File: config.mk
export PLATFORM = sky130hd
export DESIGN_NAME = uart_tx_arbiter
export DESIGN_NICKNAME = d
export VERILOG_FILES = /design/src/rtl/uart_tx_arbiter.sv
export SDC_FILE = /design/constraint.sdc
export NUM_CORES = 1
export LEC_CHECK = 0
export CAP_MARGIN = 0
export CORE_ASPECT_RATIO = 1.25
export CORE_MARGIN = 2
export CORE_UTILIZATION = 47
export DETAILED_ROUTE_END_ITERATION = 8
export PLACE_DENSITY = 0.89
export SLEW_MARGIN = 20
export SYNTH_ARGS = -nofsm -noshare
export SYNTH_HDL_FRONTEND = slang
export SYNTH_SLANG_ARGS = --single-unit
File: constraint.sdc
create_clock -name clk -period 2.9 [get_ports clk]
set_clock_uncertainty 0.15 [all_clocks]
set_input_delay 0.87 -clock clk [delete_from_list [all_inputs] [get_ports clk]]
set_output_delay 0.87 -clock clk [all_outputs]
set_load 0.05 [all_outputs]
File: src/rtl/uart_tx_arbiter.sv
// Packet-locked round-robin arbiter sharing one UART transmitter between NUM_REQ byte streams.
// Optionally prefixes each packet with a source-ID header byte; holds write data stable per frame.
module uart_tx_arbiter #(
  parameter int                    NUM_REQ        = 4,
  parameter int                    DATA_WIDTH     = 8,
  parameter bit                    HEADER_EN      = 1'b1,
  parameter logic [DATA_WIDTH-1:0] HEADER_BASE    = 8'hA0,
  parameter int                    TIMEOUT_CYCLES = 65535,
  localparam int ID_W = (NUM_REQ > 2) ? $clog2(NUM_REQ) : 1,
  localparam int TO_W = ($clog2(TIMEOUT_CYCLES + 1) > 1) ? $clog2(TIMEOUT_CYCLES + 1) : 1
) (
  input  logic                          clk,
  input  logic                          rst_n,
  input  logic [NUM_REQ*DATA_WIDTH-1:0] req_data,
  input  logic [NUM_REQ-1:0]            req_valid,
  input  logic [NUM_REQ-1:0]            req_last,
  output logic [NUM_REQ-1:0]            req_ready,
  output logic [DATA_WIDTH-1:0]         uart_write_data,
  output logic                          uart_write_valid,
  input  logic                          uart_write_ready,
  output logic                          grant_active,
  output logic [ID_W-1:0]               grant_id,
  output logic                          pkt_abort
);

  typedef enum logic [1:0] {
    S_IDLE   = 2'd0,
    S_HEADER = 2'd1,
    S_FETCH  = 2'd2,
    S_SEND   = 2'd3
  } state_t;

  state_t                state_q, state_d;
  logic [ID_W-1:0]       grant_id_q, last_grant_q;
  logic                  grant_active_q;
  logic [DATA_WIDTH-1:0] hold_data_q;
  logic                  hold_last_q;
  logic                  tx_busy_q, seen_low_q;
  logic [TO_W-1:0]       to_cnt_q;

  logic                  win_found;
  logic [ID_W-1:0]       win_id, scan_id;
  logic [DATA_WIDTH-1:0] sel_data;
  logic                  to_hit, fetch_fire, send_fire;

  // Scan starts just after the previous grantee so every requester gets a turn.
  always_comb begin
    win_found = 1'b0;
    win_id    = '0;
    scan_id   = '0;
    for (int k = 1; k <= NUM_REQ; k++) begin
      scan_id = ID_W'((int'(last_grant_q) + k) % NUM_REQ);
      if (!win_found && req_valid[scan_id]) begin
        win_found = 1'b1;
        win_id    = scan_id;
      end
    end
  end

  assign sel_data   = DATA_WIDTH'(req_data >> (int'(grant_id_q) * DATA_WIDTH));
  assign to_hit     = (TIMEOUT_CYCLES != 0) && (state_q == S_FETCH) &&
                      (to_cnt_q == TO_W'(TIMEOUT_CYCLES));
  assign fetch_fire = (state_q == S_FETCH) && !tx_busy_q && !to_hit && req_valid[grant_id_q];
  assign send_fire  = (state_q == S_SEND) && uart_write_ready;

  always_ff @(posedge clk) begin
    if (!rst_n) begin
      state_q        <= S_IDLE;
      grant_id_q     <= '0;
      last_grant_q   <= ID_W'(NUM_REQ - 1);
      grant_active_q <= 1'b0;
      hold_data_q    <= '0;
      hold_last_q    <= 1'b0;
      tx_busy_q      <= 1'b0;
      seen_low_q     <= 1'b0;
      to_cnt_q       <= '0;
    end else begin
      state_q <= state_d;
      case (state_q)
        S_IDLE: begin
          if (win_found) begin
            grant_id_q     <= win_id;
            grant_active_q <= 1'b1;
          end
        end
        S_HEADER: begin
          if (!tx_busy_q) begin
            hold_data_q <= HEADER_BASE | DATA_WIDTH'(grant_id_q);
            hold_last_q <= 1'b0;
          end
        end
        S_FETCH: begin
          if (to_hit) begin
            last_grant_q   <= grant_id_q;
            grant_active_q <= 1'b0;
          end else if (fetch_fire) begin
            hold_data_q <= sel_data;
            hold_last_q <= req_last[grant_id_q];
          end
        end
        S_SEND: begin
          if (uart_write_ready && hold_last_q) begin
            last_grant_q   <= grant_id_q;
            grant_active_q <= 1'b0;
          end
        end
        default: grant_active_q <= 1'b0;
      endcase

      if (state_q != S_FETCH)
        to_cnt_q <= '0;
      else if (!to_hit && TIMEOUT_CYCLES != 0)
        to_cnt_q <= to_cnt_q + 1'b1;

      // The UART frame is over only once write_ready has dropped and come back.
      if (send_fire) begin
        tx_busy_q  <= 1'b1;
        seen_low_q <= 1'b0;
      end else if (tx_busy_q) begin
        if (!uart_write_ready)
          seen_low_q <= 1'b1;
        else if (seen_low_q) begin
          tx_busy_q  <= 1'b0;
          seen_low_q <= 1'b0;
        end
      end
    end
  end

  always_comb begin
    state_d = state_q;
    case (state_q)
      S_IDLE:   if (win_found) state_d = HEADER_EN ? S_HEADER : S_FETCH;
      S_HEADER: if (!tx_busy_q) state_d = S_SEND;
      S_FETCH: begin
        if (to_hit)          state_d = S_IDLE;
        else if (fetch_fire) state_d = S_SEND;
      end
      S_SEND:   if (uart_write_ready) state_d = hold_last_q ? S_IDLE : S_FETCH;
      default:  state_d = S_IDLE;
    endcase
  end

  always_comb begin
    req_ready        = '0;
    uart_write_valid = 1'b0;
    pkt_abort        = 1'b0;
    case (state_q)
      S_FETCH: begin
        if (!tx_busy_q && !to_hit) req_ready[grant_id_q] = 1'b1;
        pkt_abort = to_hit;
      end
      S_SEND:  uart_write_valid = 1'b1;
      default: ;
    endcase
  end

  assign uart_write_data = hold_data_q;
  assign grant_active    = grant_active_q;
  assign grant_id        = grant_id_q;

endmodule
==> impl_metrics.yaml, run 1 <==
worst_setup_path:
  crit_path_end_kind: "primary output"
  worstPathMaxFanout: 3
  ff2ff_path_depth: 6
  worstPathRequired_ps: 1880
  start_kind: "register"
  reg2reg_slack_ps: 860
  arrival_ps: 1900
  reg2reg_to: "uart_write_data[0]"
  reg2reg_from: "to_cnt_q[0]"
  crit_type: "reg2out"
drt:
  wl_met3_um: 326
  drc_errors: 0
  viasPerCell: 5.566
  wl_met1_um: 1923
  wire_per_inst_um: 14.56
  met2_length_um: 2542
  drtAntennaViolNets: 0
  routed_wl_um: 4864
  top_layer_used: "met4"
  dr.pass1.iters: 4
  vias: 1859
  drtIter0Drc: 72
synthesis:
  yosysUniqueCellTypes: 54
  yosys.area.top_type_share_pct: 34.69
  syn_area_per_cell_um2: 9.387
  synth_top_area_cell: "dfxtp_1"
  yosysWarnings: 0
  syn-num-nets: 253
  netlist_area_um2: 1962
  netlist_instances: 209
  synth_seq_cells: 34
  ys_seq_area_share_pct: 34.69
  synth_ff_type: "dfxtp_1"
  synth-edff-count: 0
  async_flop_share_pct: 0
  ys_top_cells_by_area: "dfxtp_1, mux4_2, xor2_1"
sta:
  hold_viol: 0
  fin_setup_tns_ps: -38.40
  worstMarginPinSlew_ps: 588.3
  setup_slack_ps: -22.53
  clock.fmax_mhz: 342.2
  rsz0062_at_grt: "yes"
  setup_viol_count_final: 2
  post-route-min-period_ps: 2923
  fin_crit_sh_pct: 100.8
  slew_headroom_pct: 60.65
  timing.final.max_slew_violations: 0
global_routing:
  grt_first_pass_wirelength_um: 8252
  grt_max_degree: 17
  grt_antenna_before_repair: 0
  track_usage_pct: 22.90
  grt_pass1_vias: 1912
  overflow: 0
min_path:
  min_path_type: "reg2reg"
  hold_depth: 2
  worstHoldStart: "uart_write_data[3]"
  min_to: "uart_write_data[3]"
run:
  drv_cap: 0
pwr:
  p_per_area_nw_per_um2: 406.6
  sw_frac_of_total_pct: 29.16
  power_leakage_nw: 1.036
  comb_power_share_pct: 25.3
  pwr-share-clk_pct: 31.4
  peakVddDrop_uv: 278.3
  p_seq_share_pct: 43.2
  total_power_mw: 1.168
  p_switching_mw: 0.3405
  intPower_mw: 0.8272
cells_and_area:
  layout_commonest_cell: "clkdlybuf4s50_1"
  final_cell_mix: "clkdlybuf4s50_1, dfxtp_1, nor2_1"
  antennaDiodeCount: 0
  areaGrowthSynthToFinish_pct: 46.36
  drive_above_1_share_pct: 22.30
  final_cells: 334
  final_nets: 321
clock_tree:
  cts_tree: "done"
  postCtsHoldBufs: 0
  clkSlewWorstSetupHoldPaths_ps: 70
  root_buffer: "clkbuf_8"
  cts_sinks: 34
  cts_buffers: 5
  htreeDepth: 2
  clockBufferDepth: 2
  insertion_delay_ps: 290
die:
  ios: 60
  dieArea_um2: 4710
  start_util_pct: 48.64
  die_w_um: 61.79
  rows: 26
  fp.dieH_um: 76.24
  core_um2: 4034
place:
  gp_congestion: 0.8435
  placed_cells: 319
  place_hpwl_um: 3620
  port_buffers: 59
status:
  violations: "negative setup slack"
  outcome: "finished with violations"
-- worst max path at each step --
stage	to	slack, ps	startpoint
after detailed placement	req_ready[3]	30	to_cnt_q[0]
after global routing	req_ready[3]	-60	to_cnt_q[0]
after floorplan	req_ready[2]	-210	to_cnt_q[0]
final	req_ready[3]	-20	to_cnt_q[0]
after CTS	req_ready[3]	-80	to_cnt_q[1]
after global placement	req_ready[2]	110	to_cnt_q[0]
-- worst max-delay path: stages (launching register included) --
cell and delay, ps:
dfxtp_4 360, ha_4 150, and2_4 160, nand4_4 90, nor2_4 40, or4b_4 530
nor2_4 130, buf_12 140
-- cells in the mapped netlist (3+ instances only) --
cell type   n
mux4_2      8
clkbuf_1    4
a21oi_1     5
o21ai_1     7
xor2_1      9
o211ai_1    3
nand2_1    17
mux2i_1     4
xnor2_1     3
buf_6       3
and2_1      6
a31oi_1     7
nor2_1     20
dfxtp_1    34
nand3_1    10
o2111ai_1   5
o21ai_0     7
inv_1       8
-- registers in the layout (all words and copies together) (netlist names) --
name             count
last_grant_q         2
uart_write_data      8
hold_last_q          1
seen_low_q           1
state_q              2
tx_busy_q            1
grant_id             2
to_cnt_q            16
grant_active         1
-- per-stage QoR --
| step | worst slack, ps | hold slack (ps) | util [%] | cell area [µm²] |
|---|---|---|---|---|
| final | -22.53 | 305.7 | 71.18 | 2872 |
| after global placement | 114.1 | 285.5 | 65.82 | 2655 |
| after floorplan | -206.6 | 292.2 | - | 1962 |
| after global routing | -63.90 | 331.6 | 71.18 | 2872 |
| after detailed placement | 31.87 | 295.6 | 65.82 | 2655 |
| after CTS | -84.74 | 305.2 | 70.35 | 2838 |
-- routing by layer --
metal / vias up / global-route usage [%]
met1: 872 / 26.29
met2: 67 / 38.53
met5: - / 0
met3: 7 / 7.810
li1: 913 / -
met4: 0 / 7.234
-- power by group through the flow --
stage / sequential [mW] / clock, mW / combinational (mW)
6_report: 0.505 / 0.367 / 0.296
5_1_grt: 0.507 / 0.394 / 0.317
3_3_place_gp: 0.514 / 0 / 0.281
2_1_floorplan: 0.547 / 0 / 0.143
4_1_cts: 0.504 / 0.373 / 0.291
3_5_place_dp: 0.515 / 0 / 0.286
-- what timing repair did --
item,4_1_cts,5_1_grt
buffers inserted,3,4
endpoints found under the setup margin,4,6
gates resized for setup,17,2
pin swaps,4,3
-- kinds of logic after synthesis --
kind of cell,share of synthesized area (%)
xor+xnor,5.358
flops,34.69
fa+ha+maj,0.6377
simple gates,22.45
compound gates,19.58
buf+inv,5.484
mux,11.80
-- final cells by class --
class | instances | area [µm²]
flip-flops and latches | 34 | 689.4
fillers | 289 | 1162
repair buffers | 73 | 755.7
inverters | 8 | 30.03
well taps | 56 | 70.07
multi-input cells | 155 | 1231
clock buffers | 6 | 82.58
clock inverters | 2 | 12.51
(Power assumes the default switching activity.)
==> inputs of run 2 (changes only) <==
--- a/config.mk
+++ b/config.mk
@@ -11,6 +11,7 @@
 export CORE_UTILIZATION = 47
 export DETAILED_ROUTE_END_ITERATION = 8
 export PLACE_DENSITY = 0.89
+export SETUP_SLACK_MARGIN = 0.3
 export SLEW_MARGIN = 20
 export SYNTH_ARGS = -nofsm -noshare
 export SYNTH_HDL_FRONTEND = slang
==> run 2 against run 1 <==
Effect of this change:
- the run still ends with negative setup slack left
- total power grew 5.9%
- core utilization up 1.4 points
- hold slack improved by 1.3 ps
- sequential power about the same
- wire length up 6.1%
- design area grew 1.9%
- first-iteration DRC count grew 100%
- via count is 2.6% higher
- flip-flop and latch count unchanged
- critical endpoint unchanged
==> impl_metrics.yaml, run 2 (synthesized netlist as in run 1, its figures left out) <==
clock_tree:
  cts_tree: "done"
  insertion_delay_ps: 300
  cts_sinks: 34
  root_buffer: "clkbuf_8"
  clkSlewWorstSetupHoldPaths_ps: 70
  htreeDepth: 2
  postCtsHoldBufs: 0
  cts_buffers: 5
  clockBufferDepth: 2
sta:
  fin_crit_sh_pct: 100.4
  setup_viol_count_final: 2
  hold_viol: 0
  slew_headroom_pct: 64.47
  setup_slack_ps: -11.55
  hold-worst-slack_ps: 307.0
  post-route-min-period_ps: 2912
  rsz0062_at_grt: "yes"
  timing.final.max_slew_violations: 0
  clock.fmax_mhz: 343.5
  worstMarginPinSlew_ps: 528.9
  fin_setup_tns_ps: -18.98
cells_and_area:
  fillers: 275
  post-route-util_pct: 72.55
  final_cells: 336
  antennaDiodeCount: 0
  multi_input_area_um2: 1254
  largest_reg_flops: 16
  areaGrowthSynthToFinish_pct: 49.17
  stdcell_area_um2: 2927
  final-seq-area_um2: 695.7
  layout_commonest_cell: "clkdlybuf4s50_1"
  final_cell_mix: "clkdlybuf4s50_1, dfxtp_1, nor2_1"
  final_nets: 323
  largest-register: "to_cnt_q"
  drive_above_1_share_pct: 26.07
die:
  die_w_um: 61.79
  rows: 26
  ios: 60
  core_um2: 4034
  dieArea_um2: 4710
  fp.dieH_um: 76.24
  start_util_pct: 48.64
drt:
  drc_errors: 0
  drtAntennaViolNets: 0
  drtIter0Drc: 146
  viasPerCell: 5.679
  routed_wl_um: 5160
  vias: 1908
  wire_per_inst_um: 15.36
  dr.pass1.iters: 4
global_routing:
  grt_first_pass_wirelength_um: 8742
  overflow: 0
  track_usage_pct: 24.56
  grt_max_degree: 21
  grt_pass1_vias: 1926
  grt_antenna_before_repair: 0
worst_setup_path:
  start_kind: "register"
  crit_type: "reg2out"
  worstPathMaxFanout: 3
  reg2reg_from: "grant_id[1]"
  reg2reg_slack_ps: 690
  arrival_ps: 1890
  ff2ff_path_depth: 8
  reg2reg_to: "uart_write_data[1]"
  crit_path_end_kind: "primary output"
  worstPathRequired_ps: 1880
status:
  violations: "negative setup slack"
  outcome: "finished with violations"
min_path:
  min_path_type: "reg2reg"
  min_to: "uart_write_data[4]"
  worstHoldStart: "uart_write_data[4]"
  hold_depth: 2
place:
  place_ws_ps: -74.74
  place_area_um2: 2689
  port_buffers: 59
  gp_congestion: 0.8303
  place_hpwl_um: 3671
  placed_cells: 318
pwr:
  power_leakage_nw: 1.049
  p_per_area_nw_per_um2: 422.6
  total_power_mw: 1.237
  peakVddDrop_uv: 356.2
run:
  drv_cap: 0
[run 2: cell count changes in the layout (fill, tap and decap cells not counted), moves of 2 or more]
cell and delta:
clkbuf_8 +2, and2_4 +2, dfxtp_1 -5, dfxtp_2 +5
and2_1 -2
[run 2: layout make-up]
type                       count  share of cell area [%]
timing repair buffer          75                   26.21
multi-input combinational    155                   42.84
sequential                    34                   23.77
inverter                       8                   1.026
tap                           56                   2.394
clock buffer                   8                   3.762
[run 2: repair_timing]
| item | in CTS | in global routing |
|---|---|---|
| setup endpoints to repair | 7 | 8 |
| buffers inserted | 6 | 4 |
| gates resized for setup | 16 | 4 |
| pin swaps | 6 | 5 |
[run 2: worst max path at each step]
stage | depth (start not counted) | end | start
after global placement | 6 | uart_write_data[0] | req_valid[1]
after detailed placement | 6 | uart_write_data[0] | req_valid[1]
after floorplan | 6 | req_ready[2] | to_cnt_q[0]
after CTS | 7 | req_ready[3] | to_cnt_q[0]
final | 7 | req_ready[3] | to_cnt_q[1]
after global routing | 7 | req_ready[3] | to_cnt_q[1]
[run 2: power breakdown]
group	total [mW]	switching (mW)	internal (mW)
logic	0.310	0.151	0.160
clock network	0.423	0.183	0.240
registers	0.503	0.0196	0.484
total	1.24	0.354	0.883
[run 2: metal layers]
metal	vias to the layer above	routed length [µm]	track usage [%]
met4	0	112	9.787
met5	-	0	0
met2	73	2756	40.63
met1	899	1957	28.25
li1	926	-	-
met3	10	333	7.810
[run 2: critical path: stages (launching register included)]
cell and delay, ps:
dfxtp_4 360, ha_4 150, and2_4 160, nand4_4 80, nor2_4 50, or4b_4 530
nor2_4 130, buf_12 140
==> inputs of run 3 (changes only) <==
--- a/config.mk
+++ b/config.mk
@@ -12,7 +12,6 @@
 export DETAILED_ROUTE_END_ITERATION = 8
 export PLACE_DENSITY = 0.89
 export SETUP_SLACK_MARGIN = 0.3
-export SLEW_MARGIN = 20
 export SYNTH_ARGS = -nofsm -noshare
 export SYNTH_HDL_FRONTEND = slang
 export SYNTH_SLANG_ARGS = --single-unit
==> results of run 3 <==
The final DEF is identical to that of run 2; final timing and power are the same.
